<file path="config.mk">
export PLATFORM = sky130hd
export DESIGN_NAME = bnn_cfg_loader
export DESIGN_NICKNAME = d
export VERILOG_FILES = /design/src/rtl/bnn_pkg.sv /design/src/rtl/bnn_cfg_shadow.sv /design/src/rtl/bnn_cfg_loader.sv
export SDC_FILE = /design/constraint.sdc
export NUM_CORES = 1
export LEC_CHECK = 0
export CAP_MARGIN = 20
export CORE_UTILIZATION = 55
export DETAILED_ROUTE_END_ITERATION = 8
export PLACE_DENSITY = 0.82
export SLEW_MARGIN = 20
export SYNTH_ARGS = -nofsm -noshare
export SYNTH_HDL_FRONTEND = slang
export SYNTH_HIERARCHICAL = 1
export SYNTH_SLANG_ARGS = --single-unit
</file>
<file path="constraint.sdc">
create_clock -name clk -period 4.8 [get_ports clk]
set_input_delay 0.96 -clock clk [delete_from_list [all_inputs] [get_ports clk]]
set_output_delay 0.96 -clock clk [all_outputs]
set_load 0.02 [all_outputs]
</file>
<file path="src/rtl/bnn_pkg.sv">
// Shared definitions for the BNN core and its configuration loader: geometry,
// framing constants, loader state encoding and the power-on weight set.
package bnn_pkg;

   localparam int NUM_NEURONS   = 4;
   localparam int NUM_WEIGHTS   = 6;
   localparam int THR_W         = 3;
   localparam logic [7:0] SYNC_BYTE = 8'hA5;

   localparam int PAYLOAD_BYTES = 2 * NUM_NEURONS;
   localparam int CNT_W         = $clog2(PAYLOAD_BYTES + 1);

   // Neuron n occupies [n*NUM_WEIGHTS +: NUM_WEIGHTS]; neuron 0 is the LSB field.
   localparam logic [NUM_NEURONS*NUM_WEIGHTS-1:0] DEFAULT_WEIGHTS =
      24'b110011_001100_000111_111000;
   localparam logic [NUM_NEURONS*THR_W-1:0] DEFAULT_THRESHOLDS = 12'h492;

   typedef enum logic [1:0] {
      IDLE,
      PAYLOAD,
      CHECK,
      COMMIT
   } cfg_state_e;

   // A payload byte is well-formed when every bit above its field is zero.
   function automatic logic byte_fmt_ok(input logic [7:0] b, input logic is_thr);
      if (is_thr)
         return (b[7:THR_W] == '0);
      else
         return (b[7:NUM_WEIGHTS] == '0);
   endfunction

endpackage

</file>
<file path="src/rtl/bnn_cfg_shadow.sv">
// Shadow register bank filled slot by slot during a frame, and the active
// configuration it is copied into as a whole on commit.
module bnn_cfg_shadow
   import bnn_pkg::*;
(
   input  logic                               clk,
   input  logic                               reset,
   input  logic                               wr_en_i,
   input  logic [CNT_W-1:0]                   wr_slot_i,
   input  logic [NUM_WEIGHTS-1:0]             wr_data_i,
   input  logic                               commit_i,
   output logic [NUM_NEURONS*NUM_WEIGHTS-1:0] weights_o,
   output logic [NUM_NEURONS*THR_W-1:0]       thresholds_o
);

   logic [NUM_NEURONS*NUM_WEIGHTS-1:0] shw_q;
   logic [NUM_NEURONS*THR_W-1:0]       sht_q;
   logic [NUM_NEURONS*NUM_WEIGHTS-1:0] actw_q;
   logic [NUM_NEURONS*THR_W-1:0]       actt_q;

   always_ff @(posedge clk or posedge reset) begin
      if (reset) begin
         shw_q  <= '0;
         sht_q  <= '0;
         actw_q <= DEFAULT_WEIGHTS;
         actt_q <= DEFAULT_THRESHOLDS;
      end else begin
         if (commit_i) begin
            actw_q <= shw_q;
            actt_q <= sht_q;
         end
         // Even slots carry weights, odd slots thresholds, neuron = slot >> 1.
         if (wr_en_i) begin
            for (int n = 0; n < NUM_NEURONS; n++) begin
               if (wr_slot_i == CNT_W'(2 * n))
                  shw_q[n*NUM_WEIGHTS +: NUM_WEIGHTS] <= wr_data_i;
               if (wr_slot_i == CNT_W'(2 * n + 1))
                  sht_q[n*THR_W +: THR_W] <= wr_data_i[THR_W-1:0];
            end
         end
      end
   end

   assign weights_o    = actw_q;
   assign thresholds_o = actt_q;

endmodule

</file>
<file path="src/rtl/bnn_cfg_loader.sv">
// Byte-serial frame receiver for the BNN core: sync, weight/threshold payload,
// XOR checksum, then an atomic commit of all neurons to the active config.
module bnn_cfg_loader
   import bnn_pkg::*;
#(
   parameter int TIMEOUT = 255
) (
   input  logic                               clk,
   input  logic                               reset,
   input  logic                               cfg_valid,
   input  logic [7:0]                         cfg_data,
   output logic                               cfg_ready,
   output logic [NUM_NEURONS*NUM_WEIGHTS-1:0] weights_flat,
   output logic [NUM_NEURONS*THR_W-1:0]       thresholds_flat,
   output logic                               cfg_done,
   output logic                               cfg_err,
   output logic                               busy
);

   localparam int TMO_W = $clog2(TIMEOUT + 1);

   cfg_state_e       state_q;
   logic [CNT_W-1:0] cnt_q, cnt_d;
   logic [7:0]       acc_q, acc_d;
   logic [7:0]       csum_q;
   logic             fmt_bad_q;
   logic [TMO_W-1:0] tmo_q;

   logic accept;
   logic payload_done;
   logic wr_en;

   assign accept       = cfg_valid && cfg_ready;
   assign payload_done = (cnt_q == CNT_W'(PAYLOAD_BYTES));
   assign wr_en        = accept && (state_q == PAYLOAD) && !payload_done;
   assign cnt_d        = cnt_q + CNT_W'(1);
   assign acc_d        = acc_q ^ cfg_data;

   always_ff @(posedge clk or posedge reset) begin
      if (reset) begin
         state_q   <= IDLE;
         cnt_q     <= '0;
         acc_q     <= '0;
         csum_q    <= '0;
         fmt_bad_q <= 1'b0;
         tmo_q     <= '0;
         cfg_ready <= 1'b1;
         cfg_done  <= 1'b0;
         cfg_err   <= 1'b0;
         busy      <= 1'b0;
      end else begin
         cfg_done <= 1'b0;
         cfg_err  <= 1'b0;
         case (state_q)
            IDLE: begin
               if (accept && cfg_data == SYNC_BYTE) begin
                  state_q   <= PAYLOAD;
                  cnt_q     <= '0;
                  acc_q     <= '0;
                  fmt_bad_q <= 1'b0;
                  tmo_q     <= '0;
                  busy      <= 1'b1;
               end
            end
            PAYLOAD: begin
               if (accept) begin
                  tmo_q <= '0;
                  if (payload_done) begin
                     csum_q    <= cfg_data;
                     state_q   <= CHECK;
                     cfg_ready <= 1'b0;
                  end else begin
                     acc_q <= acc_d;
                     cnt_q <= cnt_d;
                     if (!byte_fmt_ok(cfg_data, cnt_q[0]))
                        fmt_bad_q <= 1'b1;
                  end
               end else if (tmo_q == TMO_W'(TIMEOUT - 1)) begin
                  // Stalled sender: drop the frame so the next sync byte is honoured.
                  state_q   <= IDLE;
                  tmo_q     <= '0;
                  fmt_bad_q <= 1'b0;
                  cfg_err   <= 1'b1;
                  busy      <= 1'b0;
               end else begin
                  tmo_q <= tmo_q + TMO_W'(1);
               end
            end
            CHECK: begin
               if (csum_q == acc_q && !fmt_bad_q) begin
                  state_q <= COMMIT;
               end else begin
                  state_q   <= IDLE;
                  cfg_err   <= 1'b1;
                  busy      <= 1'b0;
                  cfg_ready <= 1'b1;
               end
            end
            COMMIT: begin
               state_q   <= IDLE;
               cfg_done  <= 1'b1;
               busy      <= 1'b0;
               cfg_ready <= 1'b1;
            end
            default: state_q <= IDLE;
         endcase
      end
   end

   bnn_cfg_shadow u_shadow (
      .clk          (clk),
      .reset        (reset),
      .wr_en_i      (wr_en),
      .wr_slot_i    (cnt_q),
      .wr_data_i    (cfg_data[NUM_WEIGHTS-1:0]),
      .commit_i     (state_q == COMMIT),
      .weights_o    (weights_flat),
      .thresholds_o (thresholds_flat)
   );

endmodule

</file>
# ---- Word-level counts from Yosys, hierarchy flattened
# Cells that the tools add are included.
dict set report word_totals {
  regBits 107
  inputBits 11
  output_inout_bits 40
  wordCells 116
}
dict set report op_classes {
  n_addsub 2
  n_eq_ne 25
  n_mux 40
  n_bitwise 1
  reduce_logical 28
}
# op n
set op_table {}
lappend op_table {{two-way mux 8 bit} 5}
lappend op_table {{case mux 8 bit (2 select lines)} 2}
lappend op_table {{two-way mux 1 bit} 19}
lappend op_table {{AND reduction 2 bit} 9}
lappend op_table {{== test 4 x 3 -> 1 bit, second input constant} 4}
lappend op_table {{== test 8 bit, second input constant} 2}
lappend op_table {{two-way mux 4 bit} 3}
lappend op_table {{inequality test 2 bit, second input constant} 6}
lappend op_table {{AND reduction 4 bit} 3}
lappend op_table {{two-way mux 2 bit} 5}
lappend op_table {{inequality test 3 bit, second input constant} 3}
lappend op_table {{adder 8 x 1 -> 8 bit, second input constant} 1}
lappend op_table {{== test 4 x 2 -> 1 bit, second input constant} 2}
lappend op_table {{== test 8 bit} 1}
lappend op_table {{case mux 2 bit (4 select lines)} 1}
lappend op_table {{case mux 4 bit (2 select lines)} 1}
lappend op_table {{bitwise XOR 8 bit} 1}
lappend op_table {{AND reduction 3 bit} 2}
lappend op_table {{logical AND 1 bit} 5}
lappend op_table {{logical NOT 5 bit} 1}
lappend op_table {{AND reduction 5 bit} 1}
lappend op_table {{adder 4 x 1 -> 4 bit, second input constant} 1}
lappend op_table {{== test 2 bit, second input constant} 2}
lappend op_table {{== test 4 x 1 -> 1 bit, second input constant} 1}
lappend op_table {{12 further kinds} 15}

# ---- Depth between registers and ports, before layout
# Gate-level depths: netlist of run 1.
dict set report depth {
  depth_word 9
  mapped_depth 8
  ltp_nobuf 7
}

# ---- Hierarchy
# Netlist of run 1, hierarchy kept.
# mod n_inst cells_each area_each_um2 seq_area_each_um2
set by_module_without_submodules {}
lappend by_module_without_submodules {bnn_cfg_shadow 1 162 2777.7 1821.7}
lappend by_module_without_submodules {bnn_cfg_loader 1 201 1925.6 877.1}

# ---- Least setup slack after synthesis of run 1
# Ideal clock, no wire load.
dict set report synth_timing {
  path_kind {input port to flip-flop}
  from {input cfg_data[1]}
  to {register cnt_q[3]}
  setup_time_ns 0.069
  arrival_time_ns 2.459
  t_required_ns 4.731
  path_slack_ns 2.272
  path_stages 5
  path_buffers 0
  path_cell_list {or4b_4 o31ai_4 o21ai_2 or4_1 nand3_1}
}
dict set report synth_between {
  elab_chain_cells 4
}
# element line_no
set synth_rtl {}
lappend synth_rtl {{from (decl)} bnn_cfg_loader.sv:11} ;# input logic [7:0] cfg_data,
lappend synth_rtl {{== test 8 bit} bnn_cfg_loader.sv:56} ;# if (accept && cfg_data == SYNC_BYTE) begin
lappend synth_rtl {{logical AND 1 bit} bnn_cfg_loader.sv:56}
lappend synth_rtl {{inequality test 2 bit (no line)} n/a}
lappend synth_rtl {{AND reduction 4 bit (no line)} n/a}
lappend synth_rtl {{to (signal assigned)} bnn_cfg_loader.sv:74} ;# cnt_q <= cnt_d;
lappend synth_rtl {{to (decl)} bnn_cfg_loader.sv:23} ;# logic [CNT_W-1:0] cnt_q, cnt_d;
# Every way passes these cells.
# A chain may end at the register's enable or synchronous reset.

# ---- Worst setup path after layout of run 1
dict set report layout_timing {
  from {input cfg_data[1]}
  to {register tmo_q[7]}
}
dict set report layout_between {
  elab_chain_cells 4
}
# element line_no
set layout_rtl {}
lappend layout_rtl {{== test 8 bit} bnn_cfg_loader.sv:56}
lappend layout_rtl {{logical AND 1 bit} bnn_cfg_loader.sv:56}
lappend layout_rtl {{inequality test 2 bit (no line)} n/a}
lappend layout_rtl {{AND reduction 2 bit (no line)} n/a}
lappend layout_rtl {{to (signal assigned)} bnn_cfg_loader.sv:86} ;# tmo_q <= tmo_q + TMO_W'(1);
lappend layout_rtl {{to (decl)} bnn_cfg_loader.sv:27} ;# logic [TMO_W-1:0] tmo_q;
# Every way passes these cells.

==> results of run 1 <==
path summary, 6_finish.rpt:
| path | start | endpoint | slack [ns] | cells past startpoint |
|---|---|---|---|---|
| worst max-delay path | cfg_data[1] | tmo_q[7]$_DFFE_PP0P_ | 1.59 | 6 |
| worst min-delay path | tmo_q[7]$_DFFE_PP0P_ | tmo_q[7]$_DFFE_PP0P_ | 0.51 | 1 |
| worst max register to register | state_q[1]$_DFFE_PP0P_ | u_shadow/sht_q[5]$_DFFE_PP0P_ | 1.93 | 7 |
| worst min register to register | tmo_q[7]$_DFFE_PP0P_ | tmo_q[7]$_DFFE_PP0P_ | 0.51 | 1 |
| max in group asynchronous | reset | u_shadow/sht_q[2]$_DFFE_PP0P_ | 2.86 | 3 |
| min in group asynchronous | reset | u_shadow/shw_q[17]$_DFFE_PP0P_ | 0.96 | 2 |
cell usage after synthesis:
library cell,instances
nand2_1,17
a32oi_1,1
clkbuf_1,3
nor2_1,19
xor2_1,7
nand4_1,3
a2111oi_0,1
or2_2,2
nor3b_4,2
o211ai_1,1
nand4b_1,1
a21oi_1,4
nand3b_1,2
clkinv_1,1
ha_1,9
or4b_4,1
or4_1,2
dfstp_2,17
buf_2,6
o21ai_0,29
inv_1,11
a31oi_1,1
nand3b_2,1
o221ai_1,1
o31ai_4,1
mux2_2,84
o31ai_1,3
nor3_1,4
and3b_1,1
or3_1,1
nand2b_1,10
o21ai_2,1
o21a_1,1
a211o_1,1
nand3b_4,1
nor4_2,1
dfrtp_1,90
nand3_1,14
nor2b_1,4
nor3b_2,1
and3_1,3
state kept, by name (all words and copies together) (netlist names):
register               flops
acc_q                      8
busy                       1
cfg_done                   1
cfg_err                    1
cfg_ready                  1
cnt_q                      4
csum_q                     8
fmt_bad_q                  1
state_q                    2
tmo_q                      8
u_shadow/sht_q            12
u_shadow/shw_q            24
u_shadow/thresholds_o     12
u_shadow/weights_o        24
power by group:
group          switching, uW  total, uW  internal (uW)
Combinational            412        737            326
Sequential               131       1190           1050
Clock                    333        552            218
cell usage in the layout (no fill, tap or decap), drive strengths merged, types with 2 or more instances in the layout:
master / instances
a21oi: 4
buf: 4
o31ai: 4
clkdlybuf4s50: 50
nand4: 3
nand3: 14
o21ai: 30
mux2: 84
and3: 3
nor2: 19
xor2: 7
nor3: 4
dfstp: 17
nand3b: 4
dfrtp: 90
clkinv: 2
nand2b: 10
nor3b: 3
ha: 9
clkbuf: 10
inv: 15
nand2: 17
nor2b: 4
or4: 2
or2: 2
cell families after synthesis:
family	share of synthesized area, %
mux	20.11
xor+xnor	1.304
fa+ha+maj	2.394
simple gates	11.15
buf+inv	1.836
flops	57.38
compound gates	5.826
metal layers:
metal / part of all wire (%) / track usage [%]
met2: 49 / 36.17
met4: 1.5 / 5.682
met1: 45 / 30.01
met3: 3.8 / 5.797
met5: 0 / 0
per-stage QoR:
stage	hold slack [ns]	setup slack, ns	utilization (%)	std cells	total power (uW)
2_1_floorplan	0.4448	2.042	-	363	1728
3_3_place_gp	0.4719	1.347	64.47	513	1897
3_5_place_dp	0.4858	1.191	64.47	513	1933
4_1_cts	0.5068	1.607	66.91	529	2491
5_1_grt	0.5346	1.461	66.91	529	2621
6_report	0.5104	1.591	66.91	529	2474
area by class of cell:
type	instances	area share, %
clock buffers	10	2.491
well taps	105	2.378
multi-input cells	235	34.71
flip-flops and latches	107	48.85
inverters	12	0.8152
repair buffers	54	9.601
clock inverters	6	1.155
==> flow_summary.toml, run 1 <==
[route]
initialDrtViolationCount = 156
first_pass_iters = 4
drc = 0
avgRoutedWirePerCell_um = 17.28
vias = 3014
viasPerCell = 5.698
drt_wl_total_mm = 9.140
ant_nets = 0

[timing]
slew_viol_final = 0
tightest_slew_ns = 0.8293
setup_viol = 0
max_freq_mhz = 311.7
hold_violations = 0
final.setup_skew_ns = 0.01296
rsz0062_at_grt = "no"
tns_ns = 0
fin_crit_sh_pct = 66.85
maxSlewHeadroom_pct = 44.60
fin_crit_ns = 3.209

[clock_tree]
cts.sinks = 107
clock_latency_ns = 0.38
htreeDepth = 3
ctsResizeCount = 0
cts_buffers = 9
root_buffer = "clkbuf_8"
cts_max_path_buffers = 2
cts_tree = "yes"
hold_buffers = 0
postCtsSetupBuffers = 0
cts.clk_slew.worst_paths_ns = 0.10

[grt]
grt_pass1_wl_mm = 14.84
grt-ovfl-total = 0
grt_usage_pct = 22.29
grt_max_degree = 49
antenna_found_initial = 0
grt_pass1_vias = 2991

[worst_setup_path]
cp.arrival_ns = 3.49
critPathKind = "primary input to register"
slowest_delay_ns = 0.69
end_kind = "register"
path_delay_family = "simple AND/OR/NAND/NOR gates"
path_buf_inv = 1
crit_slowest_cell = "or4b_4"
worst_ep_required_time_ns = 5.08
startpoint_type = "primary input"
crit_chain = "clkdlybuf4s50_1, or4b_4, nor4_2, nor2_1, or2_2, o31ai_1"
cp_max_fo = 12

[floorplanning]
placeableCoreArea_um2 = 8258
initial_core_util_pct = 56.95
rows = 33
die_area_um2 = 8926
die_w_um = 94.48
top_level_ports = 51
die_y_um = 94.48

[power_and_ir_drop]
vdd_drop_max_uv = 219.4
p_per_area_nw_per_um2 = 447.7
p_leak_uw = 0.002526

[final_layout]
antennaDiodeCount = 0
nFillCells = 596
synthToLayoutAreaGrowth_pct = 17.48
multi_input_area_um2 = 1918
design_area_um2 = 5525
nNetsFinal = 439
seq_area_um2 = 2699
drive_gt1_share_pct = 31.37

[placement]
dp.final_hpwl_mm = 6.105
postPlaceCellArea_um2 = 5324
portBuffers = 50
globalplace.congestion = 0.8205

[synth]
synth_fp_nets = 383
synth.area.top_cells = "dfrtp_1 (48%), mux2_2 (20%), dfstp_2 (9.5%)"
syn_inst = 363
yosysSeqAreaShare_pct = 57.38
avgSynthCellArea_um2 = 12.96
yosysWarnings = 6
synth-seq-cells = 107
synth_area_leader_cell = "dfrtp_1"
syn-cell-area_um2 = 4703
synth_cell_types = 41
synth_top_area_share_pct = 47.89

[flow_run]
cap_violations = 0

[min_path]
min_path_type = "register to register"

[run_status]
status = "finished clean"
Note: power is estimated with default switching activity, not from simulation.
==> run 2: changes to the inputs <==
Clock period 4.8 ns to 3 ns, I/O delays scaled along.
==> run 2 against run 1 <==
Worst hold slack better by 0.0038 ns. Via count is 2.4% higher. Non-clock buffer count is 11 higher. Critical path depth stayed put. Count of clock-buffer cells in the layout is 2 higher. First-iteration DRC count is 84% higher. Combinational power is 67% higher. Final cell count is 2.1% higher. Register-to-register slack worse by 1.3 ns. Core utilization is 1.3 points higher. Critical path type unchanged. Critical endpoint is now cnt_q[3]$_DFFE_PP0P_. Largest cell class unchanged. Largest power group unchanged.
==> flow_summary.toml, run 2 (same netlist as run 1, synthesis figures left out) <==
[run_status]
status = "finished clean"

[timing]
slew_viol_final = 0
max_freq_mhz = 397.2
rsz0062_at_grt = "no"
fin_crit_ns = 2.518
setup_viol = 0
hold_violations = 0
fin_crit_sh_pct = 83.92
final.setup_skew_ns = 0.01218
tightest_slew_ns = 0.7462
maxSlewHeadroom_pct = 48.97
tns_ns = 0

[final_layout]
antennaDiodeCount = 0
drive_gt1_share_pct = 32.87
final_cell_mix = "dfrtp_1 (90), mux2_2 (84), clkdlybuf4s50_1 (50)"
nFillCells = 591
nNetsFinal = 450
synthToLayoutAreaGrowth_pct = 19.71
final_common_cell = "dfrtp_1"

[worst_setup_path]
ff2ff_setup_slack_ns = 0.63
cp_max_fo = 16
end_kind = "register"
cp.arrival_ns = 2.82
worst_ep_required_time_ns = 3.31
startpoint_type = "primary input"
critPathKind = "primary input to register"

[grt]
grt_usage_pct = 23.46
grt_max_degree = 40
grt_pass1_vias = 3153
grt-ovfl-total = 0
grt_pass1_wl_mm = 15.64
antenna_found_initial = 0

[clock_tree]
cts.sinks = 107
cts_buffers = 9
htreeDepth = 3
cts.clk_slew.worst_paths_ns = 0.09
root_buffer = "clkbuf_8"
hold_buffers = 0
ctsResizeCount = 0
cts_tree = "yes"
postCtsSetupBuffers = 0
cts_max_path_buffers = 2
clock_latency_ns = 0.37

[floorplanning]
placeableCoreArea_um2 = 8258
die_y_um = 94.48
top_level_ports = 51
die_area_um2 = 8926
rows = 33
initial_core_util_pct = 56.95
die_w_um = 94.48

[route]
viasPerCell = 5.713
vias = 3085
drc = 0
met1_length_mm = 4.095
wl_met3_um = 494
top_layer = "met4"
drt_wl_total_mm = 9.360
initialDrtViolationCount = 287
avgRoutedWirePerCell_um = 17.33
ant_nets = 0
met2_length_mm = 4.620
first_pass_iters = 4

[power_and_ir_drop]
power.total_uw = 4042
p_per_area_nw_per_um2 = 717.8
vdd_drop_max_uv = 461.7
p_leak_uw = 0.002592

[placement]
dp.final_hpwl_mm = 6.369
globalplace.congestion = 0.8810
portBuffers = 50

[min_path]
min_path_type = "register to register"

[flow_run]
cap_violations = 0
-- run 2: cell count changes in the layout (fill, tap and decap cells not counted), sizes merged --
cell,change
bufinv,+1
clkbuf,+2
buf,+11
clkinv,+1
inv,-3
clkinvlp,-1
-- run 2: through the flow --
step	cells	cell area, um^2	hold WS, ns	utilization [%]	setup WS (ns)
detailed placement	524	5419	0.4873	65.62	0.1195
floorplan	363	4703	0.4448	-	0.6016
global placement	524	5419	0.4652	65.62	0.1757
finish	540	5630	0.5142	68.18	0.4824
global route	540	5630	0.5294	68.18	0.4671
CTS	540	5630	0.5173	68.18	0.5202
-- run 2: final timing paths --
path	startpoint	end	depth (start not counted)
setup / recovery	cfg_data[1]	cnt_q[3]$_DFFE_PP0P_	6
hold / removal	busy$_DFFE_PP0P_	busy$_DFFE_PP0P_	1
setup reg to reg	cnt_q[0]$_DFFE_PP0P_	u_shadow/sht_q[4]$_DFFE_PP0P_	8
hold reg to reg	busy$_DFFE_PP0P_	busy$_DFFE_PP0P_	1
max in group asynchronous	reset	u_shadow/weights_o[14]$_DFFE_PP1P_	3
min in group asynchronous	reset	u_shadow/shw_q[23]$_DFFE_PP0P_	2
-- run 2: critical path, stage by stage --
cell and delay (ns):
clkdlybuf4s50_1 0.44, or4b_4 0.60, o31ai_4 0.33, o21ai_2 0.24, or4_1 0.52, nand3_1 0.09
-- run 2: report_power, final --
group / internal [uW] / switching (uW) / leakage (uW)
combinational: 557 / 674 / 0.00109
sequential: 1690 / 210 / 0.00140
clock: 438 / 475 / 0.000107
-- run 2: area by class of cell --
type	count	area [um^2]	area share, %
clock inverter	4	56.30	1.000
sequential	107	2699	47.93
clock buffer	12	155.1	2.756
multi-input combinational	235	1918	34.07
inverter	12	45.04	0.8000
timing repair buffer	65	625.6	11.11
tap	105	131.4	2.333
-- run 2: metal layers --
layer  up-vias  track usage (%)
met2        86            38.59
met1      1563            30.82
li1       1424                -
met5         -                0
met4         0            7.323
met3        12            5.636
==> run 3: changes to the inputs <==
Clock period 3 ns to 2.64 ns, I/O delays scaled along.
==> run 3 against run 2 <==
Final cell count is 1.5% higher. Count of clock-buffer cells in the layout is 1 lower. Via count hardly changed. Highest routed layer unchanged. Clock skew is 0.0050 ns lower. Largest power group unchanged. Largest cell class unchanged. Cell area is 1.4% higher. Core utilization is 0.97 points higher. Combinational power is 24% higher. Sequential share of layout area is 0.67 points lower. Die area stayed put. Non-clock buffer count is 8 higher. First-iteration DRC count is 22% lower.
==> flow_summary.toml, run 3 (same netlist as run 1, synthesis figures left out) <==
[run_status]
status = "finished clean"

[route]
viasPerCell = 5.631
initialDrtViolationCount = 223
drc = 0
vias = 3086
first_pass_iters = 4
ant_nets = 0
avgRoutedWirePerCell_um = 17.28
drt_wl_total_mm = 9.469

[timing]
tightest_slew_ns = 0.6800
slew_viol_final = 0
setup_viol = 0
tns_ns = 0
max_freq_mhz = 436.4
rsz0062_at_grt = "no"
maxSlewHeadroom_pct = 53.49
fin_crit_sh_pct = 86.81
setup_slack_ns = 0.3483
timing.hold.ws_ns = 0.4888
fin_crit_ns = 2.292
hold_violations = 0
final.setup_skew_ns = 0.007215

[floorplanning]
die_y_um = 94.48
top_level_ports = 51
die_area_um2 = 8926
placeableCoreArea_um2 = 8258
die_w_um = 94.48
initial_core_util_pct = 56.95
rows = 33

[worst_setup_path]
reg2reg_depth = 8
critPathCapture = "tmo_q[7]$_DFFE_PP0P_"
timing.rr.start = "state_q[1]$_DFFE_PP0P_"
cp.arrival_ns = 2.57
critPathKind = "primary input to register"
ff2ff_setup_slack_ns = 0.36
cp_max_fo = 5
worstSetupStartpoint = "cfg_data[1]"
rr_endpoint = "fmt_bad_q$_DFFE_PP0P_"
startpoint_type = "primary input"
end_kind = "register"
worst_ep_required_time_ns = 2.92

[clock_tree]
hold_buffers = 0
cts_tree = "yes"
postCtsSetupBuffers = 0
clock_latency_ns = 0.37
cts_max_path_buffers = 2
cts_buffers = 9
htreeDepth = 3
root_buffer = "clkbuf_8"
ctsResizeCount = 0
cts.clk_slew.worst_paths_ns = 0.09
cts.sinks = 107

[final_layout]
seq_area_um2 = 2699
antennaDiodeCount = 0
final_cell_mix = "dfrtp_1 (90), mux2_2 (84), clkdlybuf4s50_1 (50)"
nNetsFinal = 458
design_area_um2 = 5710
final_core_utilization_pct = 69.15
synthToLayoutAreaGrowth_pct = 21.42
multi_input_area_um2 = 1918
final_common_cell = "dfrtp_1"
drive_gt1_share_pct = 34.31
nFillCells = 588

[placement]
globalplace.congestion = 0.8417
dp.final_hpwl_mm = 6.527
place_ws_ns = -0.02491
postPlaceCellArea_um2 = 5492
portBuffers = 50

[power_and_ir_drop]
vdd_drop_max_uv = 530.6
p_leak_uw = 0.002639
p_per_area_nw_per_um2 = 827.0

[grt]
antenna_found_initial = 0
grt_usage_pct = 23.50
grt_max_degree = 73
grt-ovfl-total = 0
grt_pass1_wl_mm = 15.85
grt_pass1_vias = 3177

[min_path]
min_path_type = "register to register"

[flow_run]
cap_violations = 0
-- run 3: cell count changes in the layout (fill, tap and decap cells not counted), sizes merged --
cell | previous run | this run
inv | 12 | 13
clkbuf | 12 | 11
buf | 15 | 23
-- run 3: worst min-delay path by stage --
stage | start | to | slack (ns) | cells past startpoint
2_1_floorplan | tmo_q[7]$_DFFE_PP0P_ | tmo_q[7]$_DFFE_PP0P_ | 0.44 | 1
3_3_place_gp | tmo_q[7]$_DFFE_PP0P_ | tmo_q[7]$_DFFE_PP0P_ | 0.46 | 1
3_5_place_dp | tmo_q[7]$_DFFE_PP0P_ | tmo_q[7]$_DFFE_PP0P_ | 0.48 | 1
4_1_cts | tmo_q[7]$_DFFE_PP0P_ | tmo_q[7]$_DFFE_PP0P_ | 0.49 | 1
5_1_grt | tmo_q[7]$_DFFE_PP0P_ | tmo_q[7]$_DFFE_PP0P_ | 0.51 | 1
6_report | tmo_q[7]$_DFFE_PP0P_ | tmo_q[7]$_DFFE_PP0P_ | 0.49 | 1
-- run 3: report_power, final --
part           switching [uW]  total [uW]  internal, uW
Combinational             816        1530           710
Clock                     561        1060           504
Sequential                215        2130          1920
Total                    1590        4720          3130
-- run 3: worst max-delay path, cell delays in order --
cell             delay, ns
clkdlybuf4s50_1       0.45
or4b_4                0.60
nor4_2                0.34
nor2_1                0.09
or2_2                 0.33
o31ai_1               0.23
-- run 3: area by class of cell --
class	count	area share (%)
repair buffers	73	12.23
well taps	105	2.301
clock inverters	5	1.183
flip-flops and latches	107	47.26
clock buffers	11	2.651
inverters	12	0.7888
multi-input cells	235	33.59
-- run 3: per-layer routing --
metal / track usage, % / share of wire (%) / up-vias
met4: 5.934 / 0.93 / 0
met3: 5.878 / 4.9 / 9
li1: - / - / 1435
met1: 32.03 / 44 / 1567
met5: 0 / 0 / -
met2: 37.86 / 50 / 75
-- run 3: stage by stage --
step	total power, uW	instances
final	4723	548
after global routing	5016	548
after CTS	4752	548
after detailed placement	3679	532
after global placement	3594	532
after floorplan	3142	363
